===== config.mk =====
export PLATFORM = sky130hd
export DESIGN_NAME = posit_decoder_flat
export DESIGN_NICKNAME = d
export VERILOG_FILES = /design/src/rtl/posit_pkg.sv /design/src/rtl/posit_decoder_if.sv /design/src/rtl/posit_decoder.sv /design/src/flat_wrapper.sv
export SDC_FILE = /design/constraint.sdc
export NUM_CORES = 1
export LEC_CHECK = 0
export ABC_AREA = 1
export BUFFER_PORTS_ARGS = -buffer_cell sky130_fd_sc_hd__buf_4
export CAP_MARGIN = 20
export CORE_MARGIN = 2
export CORE_UTILIZATION = 30
export DETAILED_ROUTE_END_ITERATION = 12
export GPL_TIMING_DRIVEN = 0
export PLACE_DENSITY_LB_ADDON = 0.2
export SLEW_MARGIN = 30
export SYNTH_ARGS = -nofsm -noshare
export SYNTH_HDL_FRONTEND = slang
export SYNTH_SLANG_ARGS = --single-unit

===== constraint.sdc =====
create_clock -name ap_clk -period 2.3 [get_ports ap_clk]
set_clock_uncertainty 0.15 [all_clocks]
set_input_delay 0.46 -clock ap_clk [delete_from_list [all_inputs] [get_ports ap_clk]]
set_output_delay 0.46 -clock ap_clk [all_outputs]
set_load 0.1 [all_outputs]

===== src/rtl/posit_pkg.sv =====
// Shared posit<N,ES> definitions used by the field decoder and the
// downstream add/subtract stage.
//   N, ES : posit word width and exponent field width
//   FW    : fraction bits carried after the hidden bit
//   SW    : signed scale width, wide enough for +/-(N-2)*2^ES
//   CW    : regime run-length counter width (holds 1..N-1)
//   NAR   : Not-a-Real pattern, 1 followed by N-1 zeros
package posit_pkg;

  localparam int N  = 32;
  localparam int ES = 2;
  localparam int FW = N - ES - 3;
  localparam int SW = $clog2(N) + ES + 2;
  localparam int CW = $clog2(N);

  localparam logic [N-1:0] NAR = {1'b1, {(N-1){1'b0}}};

  typedef enum logic [2:0] {
    IDLE,
    ABS,
    SCAN,
    EXTRACT,
    DONE
  } state_t;

endpackage


===== src/rtl/posit_decoder_if.sv =====
// Handshake bundle between a posit word producer, the decoder and the
// consumer of the decoded fields.
//   in_valid/in_ready/in_posit : packed posit word, valid/ready handshake
//   out_valid/out_ready        : decoded result handshake
//   out_sign/out_zero/out_nar  : sign and special-value flags
//   out_scale                  : signed k*2^ES + e
//   out_frac                   : {hidden 1, fraction left-justified}
// master drives words and accepts results; slave is the decoder.
interface posit_decoder_if;
  import posit_pkg::*;

  logic                 in_valid;
  logic                 in_ready;
  logic [N-1:0]         in_posit;
  logic                 out_valid;
  logic                 out_ready;
  logic                 out_sign;
  logic                 out_zero;
  logic                 out_nar;
  logic signed [SW-1:0] out_scale;
  logic [FW:0]          out_frac;

  modport master (
    output in_valid, in_posit, out_ready,
    input  in_ready, out_valid, out_sign, out_zero, out_nar, out_scale, out_frac
  );

  modport slave (
    input  in_valid, in_posit, out_ready,
    output in_ready, out_valid, out_sign, out_zero, out_nar, out_scale, out_frac
  );

endinterface


===== src/rtl/posit_decoder.sv =====
// Sequential posit<N,ES> field decoder. One word is accepted in IDLE,
// its magnitude taken in ABS, the regime run counted one bit per cycle
// in SCAN, exponent/fraction sliced and scale formed in EXTRACT, and the
// result held in DONE until the consumer takes it.
//   ap_clk   : clock, rising edge
//   ap_rst_n : asynchronous active-low reset; aborts any decode in flight
//   bus      : posit_decoder_if slave (word in, decoded fields out)
module posit_decoder
  import posit_pkg::*;
(
  input  logic            ap_clk,
  input  logic            ap_rst_n,
  posit_decoder_if.slave  bus
);

  state_t               state_q, state_d;
  logic [N-1:0]         word_q;
  logic [N-2:0]         sr_q;
  logic [CW-1:0]        cnt_q;
  logic                 r0_q;
  logic                 sign_q, zero_q, nar_q;
  logic signed [SW-1:0] scale_q;
  logic [FW:0]          frac_q;

  logic                 accept;
  logic [N-1:0]         abs_word;
  logic [N-2:0]         sr_shl;
  logic [CW-1:0]        cnt_inc;
  logic                 scan_stop;
  logic [ES-1:0]        exp_bits;
  logic [FW-1:0]        frac_bits;
  logic signed [SW-1:0] cnt_s, k_val, scale_val;

  assign accept   = bus.in_valid && (state_q == IDLE);
  assign abs_word = word_q[N-1] ? -word_q : word_q;
  assign sr_shl   = {sr_q[N-3:0], 1'b0};
  assign cnt_inc  = cnt_q + 1'b1;

  // The bit that becomes MSB after this shift is the candidate terminator;
  // a run covering the whole body ends on the count alone.
  assign scan_stop = (sr_shl[N-2] != r0_q) || (cnt_inc == CW'(N - 1));

  // After m shifts sr[N-2] is the terminator, so exponent and fraction
  // follow directly below it. A run with no terminator has shifted every
  // body bit out, leaving zeros here, which is the required padding.
  assign exp_bits  = sr_q[N-3 -: ES];
  assign frac_bits = sr_q[N-3-ES -: FW];

  assign cnt_s     = signed'(SW'(cnt_q));
  assign k_val     = r0_q ? (cnt_s - SW'(1)) : -cnt_s;
  assign scale_val = (k_val <<< ES) + signed'(SW'(exp_bits));

  // NOTE: every variable assigned in always_comb gets a default first so no
  // path leaves it unassigned, which would otherwise infer a latch.
  always_comb begin
    state_d = state_q;
    unique case (state_q)
      IDLE: begin
        if (accept) begin
          if ((bus.in_posit == '0) || (bus.in_posit == NAR)) state_d = DONE;
          else                                               state_d = ABS;
        end
      end
      ABS:     state_d = SCAN;
      SCAN:    if (scan_stop) state_d = EXTRACT;
      EXTRACT: state_d = DONE;
      DONE:    if (bus.out_ready) state_d = IDLE;
      default: state_d = IDLE;
    endcase
  end

  // NOTE: sequential state uses non-blocking assignments so every register
  // samples pre-edge values regardless of statement order.
  always_ff @(posedge ap_clk or negedge ap_rst_n) begin
    if (!ap_rst_n) state_q <= IDLE;
    else           state_q <= state_d;
  end

  // NOTE: all datapath registers reset so an aborted decode never leaves a
  // stale partial result visible on the outputs.
  always_ff @(posedge ap_clk or negedge ap_rst_n) begin
    if (!ap_rst_n) begin
      word_q  <= '0;
      sr_q    <= '0;
      cnt_q   <= '0;
      r0_q    <= 1'b0;
      sign_q  <= 1'b0;
      zero_q  <= 1'b0;
      nar_q   <= 1'b0;
      scale_q <= '0;
      frac_q  <= '0;
    end else begin
      unique case (state_q)
        IDLE: begin
          // Result fields stay visible after DONE and clear only here.
          if (accept) begin
            word_q  <= bus.in_posit;
            sign_q  <= 1'b0;
            zero_q  <= (bus.in_posit == '0);
            nar_q   <= (bus.in_posit == NAR);
            scale_q <= '0;
            frac_q  <= '0;
          end
        end
        ABS: begin
          sign_q <= word_q[N-1];
          sr_q   <= abs_word[N-2:0];
          r0_q   <= abs_word[N-2];
          cnt_q  <= '0;
        end
        SCAN: begin
          cnt_q <= cnt_inc;
          sr_q  <= sr_shl;
        end
        EXTRACT: begin
          scale_q <= scale_val;
          frac_q  <= {1'b1, frac_bits};
        end
        default: ;
      endcase
    end
  end

  assign bus.in_ready  = (state_q == IDLE);
  assign bus.out_valid = (state_q == DONE);
  assign bus.out_sign  = sign_q;
  assign bus.out_zero  = zero_q;
  assign bus.out_nar   = nar_q;
  assign bus.out_scale = scale_q;
  assign bus.out_frac  = frac_q;

endmodule

===== src/flat_wrapper.sv =====
// flat-port wrapper written by rule: the top's interface ports become plain ports
module posit_decoder_flat import posit_pkg::*;
  (ap_clk, ap_rst_n, bus_in_valid, bus_in_posit, bus_out_ready, bus_in_ready, bus_out_valid, bus_out_sign, bus_out_zero, bus_out_nar, bus_out_scale, bus_out_frac);
  posit_decoder_if bus_i ();
  input  logic ap_clk;
  input  logic ap_rst_n;
  input wire logic [$bits(bus_i.in_valid)-1:0] bus_in_valid;
  input wire logic [$bits(bus_i.in_posit)-1:0] bus_in_posit;
  input wire logic [$bits(bus_i.out_ready)-1:0] bus_out_ready;
  output wire logic [$bits(bus_i.in_ready)-1:0] bus_in_ready;
  output wire logic [$bits(bus_i.out_valid)-1:0] bus_out_valid;
  output wire logic [$bits(bus_i.out_sign)-1:0] bus_out_sign;
  output wire logic [$bits(bus_i.out_zero)-1:0] bus_out_zero;
  output wire logic [$bits(bus_i.out_nar)-1:0] bus_out_nar;
  output wire logic [$bits(bus_i.out_scale)-1:0] bus_out_scale;
  output wire logic [$bits(bus_i.out_frac)-1:0] bus_out_frac;
  assign bus_i.in_valid = bus_in_valid;
  assign bus_i.in_posit = bus_in_posit;
  assign bus_i.out_ready = bus_out_ready;
  assign bus_in_ready = bus_i.in_ready;
  assign bus_out_valid = bus_i.out_valid;
  assign bus_out_sign = bus_i.out_sign;
  assign bus_out_zero = bus_i.out_zero;
  assign bus_out_nar = bus_i.out_nar;
  assign bus_out_scale = bus_i.out_scale;
  assign bus_out_frac = bus_i.out_frac;
  posit_decoder u_core (.ap_clk(ap_clk), .ap_rst_n(ap_rst_n), .bus(bus_i));
endmodule

* Word-level counts from Yosys, hierarchy flattened *
Index checks and enable logic that the tools add are counted.

storage, ports and cells
  register bits = 111
  bits in latches = 0
  memory bits (writable) = 0
  bits in read-only memories = 0
  input bits = 36
  output and inout port bits = 42
  logic and storage cells = 52
  memories = 0

cells by class
  add/subtract/negate cells = 5
  multiply operators = 0
  divide/modulo/power cells = 0
  magnitude comparators = 0
  equal/unequal tests = 10
  shift-type cells = 0
  mux-type cells = 15
  bitwise logic cells = 0
  reductions and logical operators = 12

operator list
  operator                                                                 count
  30-bit one-hot mux with 2 select lines                                   1
  28-bit one-hot mux with 2 select lines                                   1
  32-bit equality test, second input constant                              1
  32-bit logical NOT                                                       1
  31-bit 2-to-1 mux                                                        1
  31-bit negation                                                          1
  28-bit 2-to-1 mux                                                        1
  9-bit one-hot mux with 2 select lines                                    1
  3-bit one-hot mux with 5 select lines                                    1
  3-bit 2-to-1 mux                                                         4
  5-bit one-hot mux with 2 select lines                                    1
  9-bit by 3-bit adder with 9-bit output                                   1
  9-bit 2-to-1 mux                                                         1
  7-bit 2-to-1 mux                                                         1
  5-bit negation with 7-bit output                                         1
  3-bit by 2-bit equality test with 1-bit output, second input constant    2
  2-bit AND reduction                                                      3
  2-bit nonzero test                                                       3
  5-bit by 1-bit subtractor with 6-bit output, second input constant       1
  5-bit by 1-bit adder with 5-bit output, second input constant            1
  5-bit equality test, second input constant                               1
  2-bit by 1-bit inequality test with 1-bit output, second input constant  2
  3-bit by 1-bit equality test with 1-bit output, second input constant    1
  3-bit equality test, second input constant                               1
  other kinds (8)                                                          9

* Depth between registers and ports, before layout *
  depth after elaboration = 5
  gate-level depth with buffers = 12
  depth with buffers taken out = 12

* Worst setup path before layout *
OpenSTA, ideal clock, no wires.

  path kind = register -> register
  start point = register u_core.state_q[1]
  end point = register u_core.state_q[2]
  library setup time = 0.120 ns
  data arrival time = 3.141 ns
  data required time = 2.030 ns
  path slack = -1.112 ns
  cell stages (with the launch flop) = 9
  buffers on the path = 0
  period minus slack after synthesis = 3.412 ns
  cell sequence = dfrtp_1 nor3_1 nand2_1 o21ai_0 inv_1 nand2_1 nor2_1 nand2_1 nand2_1

on the way
  elaborated cells between the ends (all ways) = 11
  those cells by class = eq/ne (7); mux (1); reduce/logical (3)

RTL lines
  what                             line                 source
  from (decl)                      posit_decoder.sv:16  state_t state_q, state_d;
  from (signal assigned)           posit_decoder.sv:76  else state_q <= state_d;
  3-bit equality test (*)          --
  via bus_out_valid                flat_wrapper.sv:11   output wire logic [$bits(bus_i.out_valid)-1:0] bus_out_valid;
  2-bit inequality test (no line)  --
  3-bit AND reduction (no line)    --

Mark *: on every way through the listed nets, which the timed path passes. The rest lies on a longest branch.
A chain may end at the register's enable or synchronous reset.

* Final worst setup path *
  start point = register u_core.state_q[2]
  end point = output bus_in_ready

on the way
  longest elaborated chain between the ends = 1

ends and longest elaborated chain
  what               line                  source
  3-bit logical NOT  posit_decoder.sv:124  assign bus.in_ready = (state_q == IDLE);
  to (decl)          flat_wrapper.sv:10    output wire logic [$bits(bus_i.in_ready)-1:0] bus_in_ready;

No other way between the ends.

==> results.cfg <==
[outcome]
run_status = finished, final reports clean

[worst_setup_path]
path_depth = 4
cp_slowest_stage_delay_ns = 0.43
critical_path_rt_ns = 1.69
worstPathArrival_ns = 1.55
critical_path.most_common_cell = inv_1
worst-r2r-cell-count = 7
r2r_slack_ns = 0.26
worst-path-max-fanout = 4
crit_path_cell_chain = inv_1 -> nand2_1 -> inv_1 -> buf_4
timing.critical_path.from_type = flop
critical_path.n_buffers_inverters = 3
setup.worst_path.class = flop to output port
worst_setup_path_end_kind = output port
crit_path_top_delay_cell = dfrtp_1
worst_path_dominant_cell_family = buffers and inverters
reg2reg_launch_point = u_core.state_q[2]$_DFFE_PN0P_
crit-reg2reg-capture = u_core.bus.out_zero$_DFFE_PN0P_

[sta]
period_share = 0.9411
setup_violations = 0
timing_worst_slew_pin_value_ns = 0.5073
period_needed_ns = 2.165
slew_headroom = 0.6618
report.final.slew_viol_count = 0
fin_tns_setup_ns = 0
clock.fmax_ghz = 0.4620
hold_viol_final = 0
rsz0062_at_grt = no

[run]
max_cap_violations = 0

[synthesis]
ys_seq_elements = 111
instance_count_of_the_mapped_netlist = 702
synth.yosys.seq_area_share = 0.4962
number_of_nets_in_the_synthesized_netlist = 742
syn-cell-area_um2 = 5598
yosysUniqueCellTypes = 31
synth_area_per_cell_um2 = 7.974
yosys_warnings = 0

[die]
height_of_the_die_um = 140.6
placeableCoreArea_um2 = 18150
design.die.area_um2 = 19770
fp.dieW_um = 140.6
boundaryPins = 78
placement_rows = 49
initial_utilization = 0.3085

[clock_tree]
clock_sink_total = 111
cts_made_buffers = 9
clock_path_buffers = 2
clockRootBuffer = clkbuf_16
worst_skew_late_latency_ns = 0.36
clk_transition_reported_paths_ns = 0.08
cts_tree = yes
postCtsResizedCells = 0
cts_post_setup_buffers_inserted = 0
htreeDepth = 3

[min_path]
worstHoldStart = bus_in_posit[16]
worst_hold_path.endpoint = u_core.word_q[16]$_DFFE_PN0P_
min_path_cells = 3
hp-class = input port to flop

[drt]
drt-total-wl_mm = 16.43
detail_route.vias_per_cell = 4.807
route.detailed.wl_per_inst_um = 16.03
detailedRoute.firstIterationViolations = 345
via_count = 4927
drc = 0
ant_nets = 0
drt_pass1_iterations = 5

[global_route]
globalRouteTotalUtil = 0.1706
grt_antenna_before_repair = 0
grt_max_degree = 57
first_global_vias = 4708
grt_first_pass_wirelength_mm = 26.09
grt.overflow.total = 0

[final_layout]
area_growth_from_synthesis_to_layout_pct = 22.06
num_antenna_cells = 0
drive_above_1_share = 0.1646
finalNetCount = 832

[placed_design]
gpl_wtd_cong = 0.9112
hpwlAfterDp_mm = 12.40
io_buffers = 77
## placed cells by master (no fill, tap or decap), drive strengths merged, types with 6 or more instances in the layout
cell | synthesis | layout
a21oi | 7 | 7
inv | 84 | 84
nand3 | 93 | 93
o21ai | 76 | 76
o22ai | 18 | 18
xor2 | 13 | 13
dfrtp | 111 | 111
nor2 | 63 | 63
nand2 | 166 | 166
o221ai | 6 | 6
nor3 | 6 | 6
clkbuf | 9 | 21
o21bai | 11 | 11
buf | 22 | 100
nand4 | 6 | 6
## through the flow
stage                     hold slack (ns)  cells  instance area, um^2    util  setup slack (ns)
final                              0.1609   1025                 6833  0.3765            0.1354
after global routing               0.1665   1025                 6833  0.3765           0.04511
after CTS                          0.1501   1025                 6833  0.3765            0.1171
after detailed placement           0.2731   1009                 6509  0.3587            0.2582
after global placement             0.3147   1008                 6474  0.3567            0.2745
after floorplan                   0.01441    702                 5609       -            0.2503
## worst max-delay path by stage
stage / startpoint / endpoint / slack, ns
floorplan: u_core.state_q[1]$_DFFE_PN0P_ / u_core.state_q[2]$_DFFE_PN0P_ / 0.25
global placement: bus_in_posit[29] / u_core.state_q[2]$_DFFE_PN0P_ / 0.27
detailed placement: bus_in_posit[29] / u_core.bus.out_zero$_DFFE_PN0P_ / 0.26
CTS: u_core.state_q[2]$_DFFE_PN0P_ / bus_in_ready / 0.12
global route: u_core.state_q[2]$_DFFE_PN0P_ / bus_in_ready / 0.05
finish: u_core.state_q[2]$_DFFE_PN0P_ / bus_in_ready / 0.14
## flip-flops by register name, indices dropped and copies added, names as in the netlist, 3 cells and up
signal,flops
u_core.state_q,3
u_core.bus.out_frac,28
u_core.word_q,32
u_core.cnt_q,5
u_core.bus.out_scale,9
u_core.sr_q,30
## synthesized netlist by cell type
master / number / area [um^2]
nand2_1: 162 / 608.1
dfrtp_1: 111 / 2778
nand3_1: 91 / 455.4
inv_1: 80 / 300.3
o21ai_0: 70 / 350.3
nor2_1: 59 / 221.5
buf_2: 19 / 95.09
o22ai_1: 18 / 112.6
xor2_1: 13 / 113.9
o21bai_1: 11 / 82.58
a21oi_1: 7 / 35.03
clkbuf_1: 7 / 26.28
nand4_1: 6 / 37.54
o21ai_1: 6 / 30.03
o221ai_1: 6 / 52.55
nor3_1: 5 / 25.02
ha_1: 4 / 50.05
inv_2: 4 / 15.01
xnor2_1: 4 / 35.03
nand2_2: 3 / 18.77
nor2_4: 3 / 33.78
buf_4: 2 / 15.01
nand3_2: 2 / 20.02
o31ai_1: 2 / 15.01
buf_6: 1 / 11.26
clkbuf_2: 1 / 5.000
clkbuf_8: 1 / 13.76
nand2_4: 1 / 11.26
nor2_2: 1 / 6.260
nor3_4: 1 / 16.27
o211ai_1: 1 / 7.510
## what timing repair did
action / in CTS / in global routing
hold buffers: 1 / 0
endpoints found under the setup margin: 0 / 0
endpoints found under the hold margin: 55 / 0
## per-layer routing
metal	wire, um	part of all wire	global-route usage	vias up
li1	-	-	-	2471
met1	8190	0.50	0.2534	2321
met2	7293	0.44	0.2619	126
met3	845	0.051	0.03431	9
met4	102	0.0062	0.02947	0
met5	0	0	0	-
## cell type report
cell class,count,area [um^2]
repair buffers,79,623.1
flip-flops and latches,111,2778
well taps,229,286.5
inverters,84,315.3
plain buffers,31,166.4
clock inverters,3,67.56
clock buffers,12,246.5
multi-input cells,476,2350
fillers,1926,11310
## logic make-up after synthesis
family,synth area share
AND/OR/NAND/NOR,0.2597
XOR/XNOR,0.02660
AO/OA/AOI/OAI,0.1225
buffers and inverters,0.08605
adder cells (fa/ha/maj),0.008941
flip-flops,0.4962
## worst reg2reg max path: stages, from the launching register on
cell     delay, ns
dfrtp_1       0.43
inv_1         0.18
nand2_1       0.15
nor2_4        0.29
inv_2         0.16
buf_2         0.23
nor2_1        0.27
nor2_1        0.07
Power is left out: the tool's default activity adds up to more than one toggle a clock period on the data nets, which glitch-free logic cannot reach.
